`src/rtl/uart_pkg.sv`:
```
// Shared types and constants for the UART register-dump block.
package uart_pkg;

    typedef enum logic [1:0] {IDLE, START, DATA, STOP} tx_state_e;
    typedef enum logic [1:0] {SEQ_IDLE, SEQ_SEND, SEQ_WAIT} seq_state_e;

    localparam logic [7:0] ASCII_SPACE = 8'h20;
    localparam logic [7:0] ASCII_CR    = 8'h0D;
    localparam logic [7:0] ASCII_LF    = 8'h0A;
    localparam logic [7:0] ASCII_ZERO  = 8'h30;
    localparam logic [7:0] ASCII_A     = 8'h41;

    localparam int DEFAULT_CLKS_PER_BIT = 434;
    localparam int NUM_CHARS            = 26;

    function automatic logic [7:0] hex_char(input logic [3:0] n);
        if (n <= 4'd9)
            hex_char = ASCII_ZERO + {4'd0, n};
        else
            hex_char = ASCII_A + {4'd0, n - 4'd10};
    endfunction

endpackage

```
`src/rtl/uart_tx_byte.sv`:
```
// 8N1 byte transmitter; tx_ready is high in the cycle a new byte can be taken,
// including the last stop-bit cycle so characters chain without an idle gap.
module uart_tx_byte
    import uart_pkg::*;
#(
    parameter int CLKS_PER_BIT = DEFAULT_CLKS_PER_BIT
) (
    input  logic       clk,
    input  logic       rst,
    input  logic [7:0] tx_data,
    input  logic       tx_valid,
    output logic       tx_ready,
    output logic       txd
);

    localparam int CNT_W = (CLKS_PER_BIT > 1) ? $clog2(CLKS_PER_BIT) : 1;
    localparam logic [CNT_W-1:0] CNT_LAST = CNT_W'(CLKS_PER_BIT - 1);

    tx_state_e        state_q;
    logic [CNT_W-1:0] cnt_q;
    logic [2:0]       bit_q;
    logic [7:0]       sh_q;
    logic             txd_q;
    logic             bit_end;

    assign bit_end  = (cnt_q == CNT_LAST);
    assign tx_ready = (state_q == IDLE) || ((state_q == STOP) && bit_end);
    assign txd      = txd_q;

    always_ff @(posedge clk or negedge rst) begin
        if (!rst) begin
            state_q <= IDLE;
            cnt_q   <= '0;
            bit_q   <= '0;
            sh_q    <= '0;
            txd_q   <= 1'b1;
        end else begin
            case (state_q)
                IDLE: begin
                    cnt_q <= '0;
                    txd_q <= 1'b1;
                    if (tx_valid) begin
                        sh_q    <= tx_data;
                        txd_q   <= 1'b0;
                        state_q <= START;
                    end
                end
                START: begin
                    if (bit_end) begin
                        cnt_q   <= '0;
                        bit_q   <= '0;
                        txd_q   <= sh_q[0];
                        sh_q    <= {1'b0, sh_q[7:1]};
                        state_q <= DATA;
                    end else begin
                        cnt_q <= cnt_q + CNT_W'(1);
                    end
                end
                DATA: begin
                    if (bit_end) begin
                        cnt_q <= '0;
                        if (bit_q == 3'd7) begin
                            txd_q   <= 1'b1;
                            state_q <= STOP;
                        end else begin
                            bit_q <= bit_q + 3'd1;
                            txd_q <= sh_q[0];
                            sh_q  <= {1'b0, sh_q[7:1]};
                        end
                    end else begin
                        cnt_q <= cnt_q + CNT_W'(1);
                    end
                end
                STOP: begin
                    if (bit_end) begin
                        cnt_q <= '0;
                        // Next start bit follows the final stop cycle directly.
                        if (tx_valid) begin
                            sh_q    <= tx_data;
                            txd_q   <= 1'b0;
                            state_q <= START;
                        end else begin
                            state_q <= IDLE;
                        end
                    end else begin
                        cnt_q <= cnt_q + CNT_W'(1);
                    end
                end
                default: state_q <= IDLE;
            endcase
        end
    end

endmodule

```
`src/rtl/uart_reg_dump.sv`:
```
// Dumps eight 8-bit registers over UART as "HH HH ... HH \r\n" (26 characters)
// on each accepted start request.
module uart_reg_dump
    import uart_pkg::*;
#(
    parameter int CLKS_PER_BIT = DEFAULT_CLKS_PER_BIT
) (
    input  logic       clk,
    input  logic       rst,
    input  logic       start,
    input  logic [7:0] S0,
    input  logic [7:0] S1,
    input  logic [7:0] S2,
    input  logic [7:0] S3,
    input  logic [7:0] S4,
    input  logic [7:0] S5,
    input  logic [7:0] S6,
    input  logic [7:0] S7,
    output logic       txd,
    output logic       busy,
    output logic       done
);

    seq_state_e      seq_q;
    logic [4:0]      idx_q;
    logic [7:0][7:0] buf_q;
    logic            busy_q;
    logic            done_q;

    logic [7:0][7:0] live;
    logic [7:0][7:0] src;
    logic [7:0]      tx_data;
    logic            tx_valid;
    logic            tx_ready;

    function automatic logic [7:0] char_at(input logic [7:0][7:0] regs, input logic [4:0] idx);
        char_at = ASCII_LF;
        if (idx == 5'd24) begin
            char_at = ASCII_CR;
        end else if (idx < 5'd24) begin
            for (int k = 0; k < 8; k++) begin
                if (idx == 5'(3 * k))     char_at = hex_char(regs[k][7:4]);
                if (idx == 5'(3 * k + 1)) char_at = hex_char(regs[k][3:0]);
                if (idx == 5'(3 * k + 2)) char_at = ASCII_SPACE;
            end
        end
    endfunction

    assign live = {S7, S6, S5, S4, S3, S2, S1, S0};
    // Character 0 leaves on the accepting edge, so it is encoded from the live inputs.
    assign src      = (seq_q == SEQ_IDLE) ? live : buf_q;
    assign tx_data  = char_at(src, idx_q);
    assign tx_valid = ((seq_q == SEQ_IDLE) && start) || (seq_q == SEQ_SEND);

    always_ff @(posedge clk or negedge rst) begin
        if (!rst) begin
            seq_q  <= SEQ_IDLE;
            idx_q  <= '0;
            buf_q  <= '0;
            busy_q <= 1'b0;
            done_q <= 1'b0;
        end else begin
            done_q <= 1'b0;
            case (seq_q)
                SEQ_IDLE: begin
                    idx_q <= '0;
                    if (tx_valid && tx_ready) begin
                        buf_q  <= live;
                        busy_q <= 1'b1;
                        idx_q  <= 5'd1;
                        seq_q  <= SEQ_SEND;
                    end
                end
                SEQ_SEND: begin
                    if (tx_ready) begin
                        if (idx_q == 5'(NUM_CHARS - 1)) begin
                            idx_q <= '0;
                            seq_q <= SEQ_WAIT;
                        end else begin
                            idx_q <= idx_q + 5'd1;
                        end
                    end
                end
                SEQ_WAIT: begin
                    // tx_ready here marks the final stop cycle of the last character.
                    if (tx_ready) begin
                        busy_q <= 1'b0;
                        done_q <= 1'b1;
                        seq_q  <= SEQ_IDLE;
                    end
                end
                default: seq_q <= SEQ_IDLE;
            endcase
        end
    end

    assign busy = busy_q;
    assign done = done_q;

    uart_tx_byte #(
        .CLKS_PER_BIT(CLKS_PER_BIT)
    ) u_tx (
        .clk     (clk),
        .rst     (rst),
        .tx_data (tx_data),
        .tx_valid(tx_valid),
        .tx_ready(tx_ready),
        .txd     (txd)
    );

endmodule
```
`config.mk`:
```
export PLATFORM = sky130hd
export DESIGN_NAME = uart_reg_dump
export DESIGN_NICKNAME = d
export VERILOG_FILES = /design/src/rtl/uart_pkg.sv /design/src/rtl/uart_tx_byte.sv /design/src/rtl/uart_reg_dump.sv
export SDC_FILE = /design/constraint.sdc
export NUM_CORES = 1
export LEC_CHECK = 0
export ABC_AREA = 1
export CORE_ASPECT_RATIO = 0.7
export CORE_MARGIN = 2
export CORE_UTILIZATION = 64
export DETAILED_ROUTE_END_ITERATION = 10
export PLACE_DENSITY_LB_ADDON = 0.2
export SYNTH_ARGS = -nofsm -noshare
export SYNTH_HDL_FRONTEND = slang
export SYNTH_SLANG_ARGS = --single-unit
```
`constraint.sdc`:
```
create_clock -name clk -period 10.14 [get_ports clk]
set_input_delay 1.014 -clock clk [delete_from_list [all_inputs] [get_ports clk]]
set_output_delay 1.014 -clock clk [all_outputs]
set_load 0.02 [all_outputs]
```
==> qor.yml <==
route:
  viasPerCell: 5.51
  vias: 7918
  drc: 0
  wl_per_cell_um: 13.1
  drtIter0Drc: 593
  routed_wirelength_um: 18900
  drt_pass1_iterations: 5
  postRouteAntennaNets: 0
clock_network:
  post_cts_resized: 0
  cts_tree: "built"
  cts_made_buffers: 9
  cts_max_path_buffers: 2
  htreeDepth: 3
  hold_buffers: 0
  clock_latency_ps: 360
  clock_sinks: 95
  clk_pin_slew_worst_paths_ps: 80
  clockRootBuffer: "clkbuf_16"
  cts_setup_buffers: 0
synthesis:
  synth_flop_cell: "dfrtp_1"
  syn_area_mm2: 0.00811
  yosys_register_bits: 95
  synth_top_area_share_pct: 29.0
  synth_edf_count: 0
  synth_mux_area_share_pct: 0
  netlist_top_cells_area: "dfrtp_1, nand2_1, ha_1"
  async_flop_share_pct: 100
  yosysMostFrequentCell: "nand2_1"
  syn_area_per_cell_um2: 6.67
  syn-num-nets: 1352
  synthSimpleGateAreaFrac_pct: 24.2
  synth_adder_area_share_pct: 10.6
  synth_largest_area_cell: "dfrtp_1"
  synthesis.instances: 1216
  synth_warnings: 0
  yosysUniqueCellTypes: 44
  synth_top_family_by_area: "simple AND/OR/NAND/NOR gates"
  synth_common_cells: "nand2_1, inv_1, o21ai_0"
  synth_xor_area_share_pct: 2.27
  ys_seq_area_share_pct: 29.3
  synth_compound_area_share_pct: 22.3
timing:
  hold_viol: 0
  setup_tns_ps: 0
  fin_crit_sh_pct: 40.1
  slew_headroom_pct: 21.3
  slew_violations: 0
  setup_viol_count_final: 0
  hold_ws_ps: 468
  fin_crit_ps: 4070
  tightest_slew_ps: 1180
  fin_skew_ps: 11.3
  finalWorstSetupSlack_ps: 6070
  rsz0062_at_grt: "false"
  max_freq_mhz: 246
critical_path:
  arrival_ps: 4310
  crit_path_start: "seq_q[0]"
  cp-start-kind: "flop"
  cp_slowest_cell: "buf_4"
  critPathKind: "reg2reg"
  r2r_start: "seq_q[0]"
  cp_common_cell: "nand2_1"
  slowest_delay_ps: 490
  cp-end-kind: "flop"
  critPathRequiredTime_ps: 10390
  r2r_slack_ps: 6070
  cp_max_fo: 60
  r2r-end: "u_tx.sh_q[1]"
  crit_end: "u_tx.sh_q[1]"
  reg2reg_depth: 32
cells_and_area:
  fin_nets: 1405
  post-route-cell-area_mm2: 0.00917
  area_delta_synth_final_pct: 13.0
  drive_gt1_share_pct: 4.63
  antenna_cells: 0
  fin_util_pct: 74.0
pwr:
  power_density_mw_per_mm2: 84.8
  p_switching_mw: 0.198
  combPwrFrac_pct: 5.2
  switching_share_pct: 25.5
  pwr-share-seq_pct: 48.7
  p_int_mw: 0.579
  vdd_drop_max_mv: 0.0855
  power_frac_clock_pct: 46.1
  p_leak_nw: 4.63
grt:
  grt_max_degree: 132
  grt_pass1_wl_um: 33100
  grt_overflow: 0
  antenna_found_initial: 0
  grt_pass1_vias: 7195
  grt_usage_pct: 28.8
floorplanning:
  dieHeight_um: 98.2
  die_area_mm2: 0.0136
  num_rows: 34
  pin_count: 70
  start_util_pct: 65.5
  die_w_um: 139
  core_mm2: 0.0124
place:
  place_ws_ps: 5810
  placed_area_mm2: 0.00886
  port_buffers: 69
  place_congestion: 0.925
  dp_hpwl_um: 13800
job:
  maxCapViolations: 0
worst_hold_path:
  min_path_type: "reg2reg"
  whs_path_depth: 1
run_status:
  status: "finished, final reports clean"
==> worst min-delay path by stage <==
stage	start	end	slack, ps
6_report	u_tx.cnt_q[8]	u_tx.cnt_q[8]	470
5_1_grt	u_tx.cnt_q[8]	u_tx.cnt_q[8]	490
4_1_cts	u_tx.cnt_q[8]	u_tx.cnt_q[8]	470
3_5_place_dp	u_tx.cnt_q[8]	u_tx.cnt_q[8]	460
3_3_place_gp	u_tx.cnt_q[8]	u_tx.cnt_q[8]	460
2_1_floorplan	u_tx.cnt_q[8]	u_tx.cnt_q[8]	430
==> worst max-delay path: cells and delay by family (launching register included) <==
| family | cells | cell delay [ps] |
|---|---|---|
| flip-flops | 1 | 460 |
| AO/OA/AOI/OAI | 4 | 760 |
| buffers and inverters | 1 | 490 |
| adder cells (fa/ha/maj) | 1 | 350 |
| AND/OR/NAND/NOR | 26 | 1850 |
==> placed cells by master, fill, tap and decap left out, drive strengths merged, types with 6 or more instances in the layout <==
cell type      count
clkdlybuf4s50     68
a21oi             71
nor3              11
nand3             28
a211oi             7
inv              195
ha                69
o2111ai            8
o21ai            181
nand2            341
dfrtp             94
a31oi              8
clkbuf             9
a221oi             8
nor2              98
xor2              18
a22oi             15
clkinv             6
==> metal layers <==
| layer | vias to the layer above | global-route usage [%] | routed length [µm] |
|---|---|---|---|
| met2 | 215 | 44.1 | 8010 |
| met3 | 19 | 4.76 | 1150 |
| met1 | 3610 | 43.2 | 9490 |
| met4 | 0 | 5.89 | 212 |
| li1 | 4074 | - | - |
| met5 | - | 0 | 0 |
==> registers in the layout, indices dropped and copies added, names as in the netlist <==
register	flops
buf_q	64
busy	1
done	1
idx_q	5
seq_q	2
u_tx.bit_q	3
u_tx.cnt_q	9
u_tx.sh_q	7
u_tx.state_q	2
u_tx.txd	1
==> per-stage QoR <==
stage	total power [mW]	cells
after floorplan	0.392	1216
after global placement	0.427	1420
after detailed placement	0.427	1420
after CTS	0.781	1436
after global routing	0.803	1436
final	0.777	1436
==> cell families after synthesis <==
group,Yosys count
AO/OA/AOI/OAI,317
buffers and inverters,224
AND/OR/NAND/NOR,490
adder cells (fa/ha/maj),69
XOR/XNOR,21
flip-flops,95
==> final cells by class <==
cell class | count | area (µm²)
clock buffers | 9 | 225
clock inverters | 7 | 83.8
fillers | 1015 | 3210
inverters | 194 | 728
multi-input cells | 897 | 4840
flip-flops and latches | 95 | 2380
well taps | 162 | 203
repair buffers | 72 | 711
==> power by group through the flow <==
| stage | clock [mW] | sequential [mW] | combinational, mW |
|---|---|---|---|
| final | 0.358 | 0.378 | 0.0406 |
| after global routing | 0.379 | 0.378 | 0.0456 |
| after CTS | 0.361 | 0.378 | 0.0414 |
| after detailed placement | 0 | 0.386 | 0.0410 |
| after global placement | 0 | 0.386 | 0.0408 |
| after floorplan | 0 | 0.386 | 0.00624 |
Power figures use the tool's default switching activity.
